[src/rtl/prescaled_tick_timer_if.sv]
// prescaled_tick_timer_if
//   Bundles the timer's data and handshake signals so the timer and its
//   driver share one connection.
//
//   Handshake: event_valid is raised by the timer and held until the consumer
//   asserts ack while event_valid is high; the clear takes effect on the next
//   clk edge. An ack while event_valid is low has no effect.
//
//   Signals (slave = timer side):
//     presc_clk   in   prescaler square wave
//     interval    in   ticks per event, sampled on start
//     oneshot     in   1 = stop after one event, sampled on start
//     start       in   load-and-run pulse
//     stop        in   abort pulse
//     ack         in   consumer acknowledge of event_valid
//     tick        out  one-cycle pulse per presc_clk rising edge
//     event_valid out  interval expired, held until acked
//     overrun     out  sticky: expiry while the previous event was unacked
//     busy        out  timer is counting
//     count       out  remaining ticks to next expiry
interface prescaled_tick_timer_if #(
   parameter int CNT_WIDTH = 8
);
   logic                 presc_clk;
   logic [CNT_WIDTH-1:0] interval;
   logic                 oneshot;
   logic                 start;
   logic                 stop;
   logic                 ack;
   logic                 tick;
   logic                 event_valid;
   logic                 overrun;
   logic                 busy;
   logic [CNT_WIDTH-1:0] count;

   modport master (
      output presc_clk, interval, oneshot, start, stop, ack,
      input  tick, event_valid, overrun, busy, count
   );

   modport slave (
      input  presc_clk, interval, oneshot, start, stop, ack,
      output tick, event_valid, overrun, busy, count
   );
endinterface

[src/rtl/prescaled_tick_timer.sv]
// prescaled_tick_timer
//   Turns each rising edge of the prescaler output into a one-cycle tick in
//   the clk domain, counts ticks against a programmable interval and raises a
//   held event (periodic or one-shot) with ack handshake and sticky overrun.
//
//   Ports:
//     clk     in   system clock (same clock as the prescaler)
//     rst     in   asynchronous active-high reset
//     bus     slave modport of prescaled_tick_timer_if
//     state_o out  current FSM state (0 = IDLE, 1 = RUN)
//
//   Optional feature macro: PRESCALED_TICK_TIMER_SYNC_EN
//     defined   -> presc_clk goes through a 2-flop synchronizer first
//     undefined -> presc_clk must come from a clk-domain register
module prescaled_tick_timer #(
   parameter int CNT_WIDTH = 8
) (
   input  logic                  clk,
   input  logic                  rst,
   prescaled_tick_timer_if.slave bus,
   output logic                  state_o
);

   typedef enum logic {
      IDLE = 1'b0,
      RUN  = 1'b1
   } state_t;

   state_t               state_q, state_d;
   logic [CNT_WIDTH-1:0] count_q, count_d;
   logic [CNT_WIDTH-1:0] ival_q, ival_d;
   logic                 oneshot_q, oneshot_d;
   logic                 ev_q, ev_d;
   logic                 ovr_q, ovr_d;
   logic                 p_q;
   logic                 tick_q, tick_d;
   logic                 presc_s;

`ifdef PRESCALED_TICK_TIMER_SYNC_EN
   localparam int ARM_STAGES = 3;
   logic [1:0] sync_q;

   always_ff @(posedge clk or posedge rst) begin
      if (rst) sync_q <= 2'b00;
      else     sync_q <= {sync_q[0], bus.presc_clk};
   end

   assign presc_s = sync_q[1];
`else
   localparam int ARM_STAGES = 1;
   assign presc_s = bus.presc_clk;
`endif

   // The edge detector is only armed once p_q holds a real sample taken after
   // reset; otherwise a presc_clk already high at release would look like a
   // rising edge against the reset value of p_q.
   logic [ARM_STAGES-1:0] arm_q;

   assign tick_d = presc_s & ~p_q & arm_q[ARM_STAGES-1];

   always_ff @(posedge clk or posedge rst) begin
      if (rst) begin
         arm_q  <= '0;
         p_q    <= 1'b0;
         tick_q <= 1'b0;
      end else begin
         arm_q  <= ARM_STAGES'({arm_q, 1'b1});
         p_q    <= presc_s;
         tick_q <= tick_d;
      end
   end

   always_ff @(posedge clk or posedge rst) begin
      if (rst) begin
         state_q   <= IDLE;
         count_q   <= '0;
         ival_q    <= '0;
         oneshot_q <= 1'b0;
         ev_q      <= 1'b0;
         ovr_q     <= 1'b0;
      end else begin
         state_q   <= state_d;
         count_q   <= count_d;
         ival_q    <= ival_d;
         oneshot_q <= oneshot_d;
         ev_q      <= ev_d;
         ovr_q     <= ovr_d;
      end
   end

   always_comb begin
      state_d   = state_q;
      count_d   = count_q;
      ival_d    = ival_q;
      oneshot_d = oneshot_q;
      ev_d      = ev_q;
      ovr_d     = ovr_q;

      if (bus.ack && ev_q) ev_d = 1'b0;

      if (bus.stop) begin
         // stop has priority over a simultaneous start
         state_d = IDLE;
         count_d = '0;
      end else if (bus.start) begin
         if (bus.interval != '0) begin
            state_d   = RUN;
            count_d   = bus.interval;
            ival_d    = bus.interval;
            oneshot_d = bus.oneshot;
            ovr_d     = 1'b0;
         end else if (state_q == RUN) begin
            // restart with a zero interval aborts the run
            state_d   = IDLE;
            count_d   = '0;
            oneshot_d = bus.oneshot;
            ovr_d     = 1'b0;
         end
         // any tick in this cycle is dropped
      end else if (state_q == RUN && tick_q) begin
         if (count_q > CNT_WIDTH'(1)) begin
            count_d = count_q - CNT_WIDTH'(1);
         end else if (count_q == CNT_WIDTH'(1)) begin
            // an unacked pending event turns this expiry into an overrun;
            // an ack in the same cycle is consumed by the new event instead
            if (ev_q && !bus.ack) ovr_d = 1'b1;
            ev_d = 1'b1;
            if (oneshot_q) begin
               count_d = '0;
               state_d = IDLE;
            end else begin
               count_d = ival_q;
            end
         end
      end
   end

   assign bus.tick        = tick_q;
   assign bus.event_valid = ev_q;
   assign bus.overrun     = ovr_q;
   assign bus.busy        = (state_q == RUN);
   assign bus.count       = count_q;
   assign state_o         = state_q;

endmodule

[src/flat_wrapper.sv]
// flat-port wrapper written by rule: the top's interface ports become plain ports
module prescaled_tick_timer_flat 
#(
   parameter int CNT_WIDTH = 8
)
  (clk, rst, state_o, bus_presc_clk, bus_interval, bus_oneshot, bus_start, bus_stop, bus_ack, bus_tick, bus_event_valid, bus_overrun, bus_busy, bus_count);
  prescaled_tick_timer_if #(.CNT_WIDTH(CNT_WIDTH)) bus_i ();
  input  logic clk;
  input  logic rst;
  output logic state_o;
  input wire logic [$bits(bus_i.presc_clk)-1:0] bus_presc_clk;
  input wire logic [$bits(bus_i.interval)-1:0] bus_interval;
  input wire logic [$bits(bus_i.oneshot)-1:0] bus_oneshot;
  input wire logic [$bits(bus_i.start)-1:0] bus_start;
  input wire logic [$bits(bus_i.stop)-1:0] bus_stop;
  input wire logic [$bits(bus_i.ack)-1:0] bus_ack;
  output wire logic [$bits(bus_i.tick)-1:0] bus_tick;
  output wire logic [$bits(bus_i.event_valid)-1:0] bus_event_valid;
  output wire logic [$bits(bus_i.overrun)-1:0] bus_overrun;
  output wire logic [$bits(bus_i.busy)-1:0] bus_busy;
  output wire logic [$bits(bus_i.count)-1:0] bus_count;
  assign bus_i.presc_clk = bus_presc_clk;
  assign bus_i.interval = bus_interval;
  assign bus_i.oneshot = bus_oneshot;
  assign bus_i.start = bus_start;
  assign bus_i.stop = bus_stop;
  assign bus_i.ack = bus_ack;
  assign bus_tick = bus_i.tick;
  assign bus_event_valid = bus_i.event_valid;
  assign bus_overrun = bus_i.overrun;
  assign bus_busy = bus_i.busy;
  assign bus_count = bus_i.count;
  prescaled_tick_timer #(.CNT_WIDTH(CNT_WIDTH)) u_core (.clk(clk), .rst(rst), .bus(bus_i), .state_o(state_o));
endmodule
[config.mk]
export PLATFORM = sky130hd
export DESIGN_NAME = prescaled_tick_timer_flat
export DESIGN_NICKNAME = d
export VERILOG_FILES = /design/src/rtl/prescaled_tick_timer_if.sv /design/src/rtl/prescaled_tick_timer.sv /design/src/flat_wrapper.sv
export SDC_FILE = /design/constraint.sdc
export NUM_CORES = 1
export LEC_CHECK = 0
export BUFFER_PORTS_ARGS = -buffer_cell sky130_fd_sc_hd__buf_2
export CELL_PAD_IN_SITES_DETAIL_PLACEMENT = 1
export CELL_PAD_IN_SITES_GLOBAL_PLACEMENT = 1
export CORE_UTILIZATION = 41
export DETAILED_ROUTE_END_ITERATION = 8
export PLACE_DENSITY = 0.89
export SLEW_MARGIN = 20
export SYNTH_ARGS = -nofsm -noshare
export SYNTH_HDL_FRONTEND = slang
export SYNTH_SLANG_ARGS = --single-unit
[constraint.sdc]
create_clock -name clk -period 2.5 [get_ports clk]
set_input_delay 0.125 -clock clk [delete_from_list [all_inputs] [get_ports clk]]
set_output_delay 0.125 -clock clk [all_outputs]
set_load 0.05 [all_outputs]
## Word level (Yosys, flattened, before mapping)

Cells that the tools add are included.
Widths: inputs -> output; s select.

| cells by class | value |
|---|---|
| bitwise operators | 4 |
| equal/unequal tests | 5 |
| shift operators | 0 |
| add/sub/neg operators | 1 |
| multipliers | 0 |
| muxes and demuxes | 30 |
| divide/modulo/power cells | 0 |
| magnitude comparators | 1 |
| reductions and logical operators | 18 |

Operators with widths:

| kind | count |
|---|---|
| $mux 8 | 8 |
| $mux 1 | 22 |
| $reduce_and 3->1 | 3 |
| $reduce_bool 3->1 | 3 |
| $eq 8x1->1 const B | 1 |
| $gt 8x1->1 const B | 1 |
| $reduce_bool 2->1 | 4 |
| $reduce_bool 8->1 | 1 |
| $sub 8x1->8 const B | 1 |
| $reduce_and 6->1 | 1 |
| $ne 4x1->1 const B | 1 |
| $reduce_and 4->1 | 1 |
| $reduce_bool 4->1 | 1 |
| $logic_and 1x1->1 | 3 |
| $ne 3x1->1 const B | 1 |
| $ne 3x3->1 const B | 1 |
| $and 1x1->1 | 2 |
| $ne 2x2->1 const B | 1 |
| $not 1->1 | 2 |
| $logic_not 1->1 | 1 |

| storage, ports and cells | value |
|---|---|
| bits of input ports | 15 |
| memories kept | 0 |
| memory bits (writable) | 0 |
| register bits after elaboration | 23 |
| logic and storage cells | 68 |
| ROM bits | 0 |
| bits in latches | 0 |

## Longest topological paths before layout

| logic depth | value |
|---|---|
| word-level depth | 7 |
| gate-level depth with buffers | 8 |

## Least setup slack after synthesis

OpenSTA, ideal clock, no wires.

| timing | value |
|---|---|
| kind | reg2reg |
| start point | reg u_core.count_q[0], in the netlist u_core.bus.count[0] |
| end point | reg u_core.count_q[4], in the netlist u_core.bus.count[4] |
| arrival time | 2171 ps |
| setup time | 82 ps |
| path slack | 248 ps |
| cell stages (with the launch flop) | 8 |
| required time | 2418 ps |
| buffers on the path | 1 |
| cell sequence | dfrtp_1 -> inv_1 -> ha_1 -> clkbuf_1 -> or3b_2 -> a2111oi_0 -> a31oi_1 -> a31oi_1 |

| between the ends | value |
|---|---|
| word-level cells in the longest chain between the ends | 5 |
| elaborated cells on any way between the ends | 9 |
| classes of those cells | add/sub: 1; order compare: 1; eq/ne: 1; mux: 4; reduce/logical: 2 |

Ends and longest elaborated chain:

| element | line | text |
|---|---|---|
| start, declared | prescaled_tick_timer.sv:30 | `logic [CNT_WIDTH-1:0] count_q, count_d;` |
| start signal, assigned | prescaled_tick_timer.sv:83 | `count_q <= count_d;` |
| $sub 8x1->8 or $gt 8x1->1 (tied branches) | prescaled_tick_timer.sv:122, prescaled_tick_timer.sv:121 |  |
| $mux 8 | prescaled_tick_timer.sv:121 | `if (count_q > CNT_WIDTH'(1)) begin` |
| $mux 8 | prescaled_tick_timer.sv:120 | `end else if (state_q == RUN && tick_q) begin` |
| $mux 8 | prescaled_tick_timer.sv:105 | `end else if (bus.start) begin` |
| $mux 8 | prescaled_tick_timer.sv:101 | `if (bus.stop) begin` |

Parallel ways exist; a longest one is shown, timed or not. The select of a mux whose other input is x is not followed.
A chain may end at the register's enable or synchronous reset.

## Worst setup path after layout

| timing | value |
|---|---|
| start point | reg u_core.count_q[1], in the netlist u_core.bus.count[1] |
| end point | reg u_core.count_q[4], in the netlist u_core.bus.count[4] |

The elaborated chain is that of the path after synthesis.

==> out/qor.yml <==
critical_path.startpoint: "u_core.bus.count[1]"
grt_setup_unrepaired: "false"
synth_area_leader_cell: "dfrtp_1"
seq_power_share: 0.429
internal-power_uw: 647
syn_inst: 136
hold_class: "input port to flop"
required_ns: 2.75
reg2reg_slack_ns: 0.31
setup_tns_ns: 0
slew_headroom: 0.428
core-area_sq_mm: 0.00313
min_period_ns: 2.19
num-nets-final: 180
die_w_um: 60.1
syn-cell-area_sq_mm: 0.00138
dieHeight_um: 60.1
synth.top_cell.area_share: 0.416
slew_violations: 0
postCtsSetupRepairBufs: 0
clockBufferDepth: 2
synth_common_cells: "dfrtp_1, nand2_1, a31oi_1"
crit_type: "flop to flop"
io_pins: 28
synthArstFlopShare: 1.00
avgViaCountPerCell: 6.07
finalPower_mw: 1.13
clkPwrFrac: 0.159
swShare: 0.428
synth_seq_area_share: 0.416
clock-sinks: 23
diodes: 0
p_leak_nw: 0.703
min_path_cells: 2
port-buffer-count: 27
fin_hold_ws_ns: 0.0384
r2r_start: "u_core.bus.count[1]"
switching_power_uw: 485
grt_pass1_vias: 1262
synth-edff-count: 0
worstSetupEndpointType: "flop"
syn_nets: 153
ant_nets: 0
clock_latency_ns: 0.32
drt_pass1_iterations: 4
ir_worst_vdd_uv: 371
gp_congestion: 0.913
htree_num_levels: 1
fmax_ghz: 0.456
grt_use_total: 0.243
wire_per_inst_um: 18.3
dieArea_sq_mm: 0.00361
r2r-end: "u_core.bus.count[4]"
synth_ff_type: "dfrtp_1"
drive_above_1_share: 0.296
worstHoldEndpoint: "u_core.oneshot_q"
status: "finished clean"
cts_tree: "yes"
drt_iter0_drc: 40
wirelength_um: 3780
hold_viol_final: 0
grt-ovfl-total: 0
grt_pass1_wl_um: 6370
root_buffer: "clkbuf_4"
start_util: 0.442
syn_area_per_cell_sq_um: 10.2
grt_start_max_net_pins: 24
path_clk_slew_ns: 0.13
critPathLaunchType: "flop"
ys_types: 48
vias: 1250
numCtsBuffers: 3
fin_crit_sh: 0.877
synth-seq-cells: 23
rows: 20
cap_violations: 0
yosysMostFrequentCell: "dfrtp_1"
drc: 0
dpl.hpwl_um: 2890
cp_max_fo: 8
powerDensity_mw_per_mm2: 716
area_growth_pct: 14.4
arrival_ns: 2.45
setup_viol_count_final: 0
antenna_found_initial: 0
skew_ns: 0.00241
netlist_top_cells_area: "dfrtp_1, a22o_1, a31oi_1"
ys.warnings.count: 0
rr_worst_depth: 6
hold_start: "bus_oneshot"
worstMarginPinSlew_ns: 0.856
combPwrFrac: 0.411
-- per-layer routing --
layer	global-route usage	vias to the layer above	routed length (um)
li1	-	578	-
met1	0.324	620	1730
met2	0.390	44	1790
met3	0.0325	8	176
met4	0.110	0	82
met5	0	-	0
-- stage by stage --
step,area [sq um],setup WS [ns],cells,utilization
CTS,1580,0.328,206,0.506
detailed placement,1540,0.363,200,0.491
floorplan,1380,0.248,136,-
global route,1580,0.152,206,0.506
finish,1580,0.306,206,0.506
global placement,1540,0.417,200,0.491
-- power groups by stage --
| stage | sequential [mW] | clock, mW | combinational [mW] |
|---|---|---|---|
| floorplan | 0.568 | 0 | 0.254 |
| global placement | 0.485 | 0 | 0.442 |
| detailed placement | 0.492 | 0 | 0.459 |
| CTS | 0.485 | 0.188 | 0.464 |
| global route | 0.495 | 0.200 | 0.497 |
| finish | 0.486 | 0.180 | 0.465 |
-- cell type report --
type,instances,area [sq um]
Fill cell,374,1550
Inverter,5,18.8
Clock buffer,4,26.3
Tap cell,44,55.1
Sequential cell,23,576
Timing Repair Buffer,32,178
Multi-Input combinational cell,98,728
-- cells by family after synthesis --
| group | synth area share |
|---|---|
| mux | 0.0480 |
| fa+ha+maj | 0.0181 |
| other cells | 0.00271 |
| compound gates | 0.239 |
| xor+xnor | 0.0127 |
| simple gates | 0.206 |
| flops | 0.416 |
| buf+inv | 0.0570 |
-- timing repair --
| action | in CTS | in global routing |
|---|---|---|
| endpoints found under the hold margin | 25 | 0 |
| gates resized for setup | 0 | 0 |
| hold buffers | 2 | 0 |
-- flip-flops by register name, indices dropped and copies added, names as in the netlist --
name                    flops
u_core.bus.count            8
u_core.ival_q               8
u_core.arm_q                1
u_core.bus.busy             1
u_core.bus.event_valid      1
u_core.bus.overrun          1
u_core.bus.tick             1
u_core.oneshot_q            1
u_core.p_q                  1
-- cells in the final DEF (no fill, tap or decap), types with 3 or more instances in the layout --
cell      count
a22o_1        7
a31oi_1       9
buf_2        27
buf_4         3
clkbuf_4      3
dfrtp_1      23
inv_1         5
mux2_4        3
nand2_1      11
nand4_1       5
nor2_1        5
nor2b_1       4
nor4_1        3
or2_2         3
-- how the worst max path moves through the flow --
stage	slack, ns	endpoint	cells after the start
floorplan	0.25	u_core.bus.count[4]	7
global placement	0.42	u_core.bus.count[4]	6
detailed placement	0.36	u_core.bus.count[4]	6
CTS	0.33	u_core.bus.count[4]	6
global route	0.15	u_core.bus.count[4]	6
finish	0.31	u_core.bus.count[4]	6
-- critical path, stage by stage, from the launching register on --
cell and delay (ns):
dfrtp_1 0.49, inv_1 0.12, ha_1 0.32, or3b_2 0.49, a2111oi_0 0.43, a31oi_1 0.08, a31oi_1 0.19
Note: power is estimated with default switching activity, not from simulation.
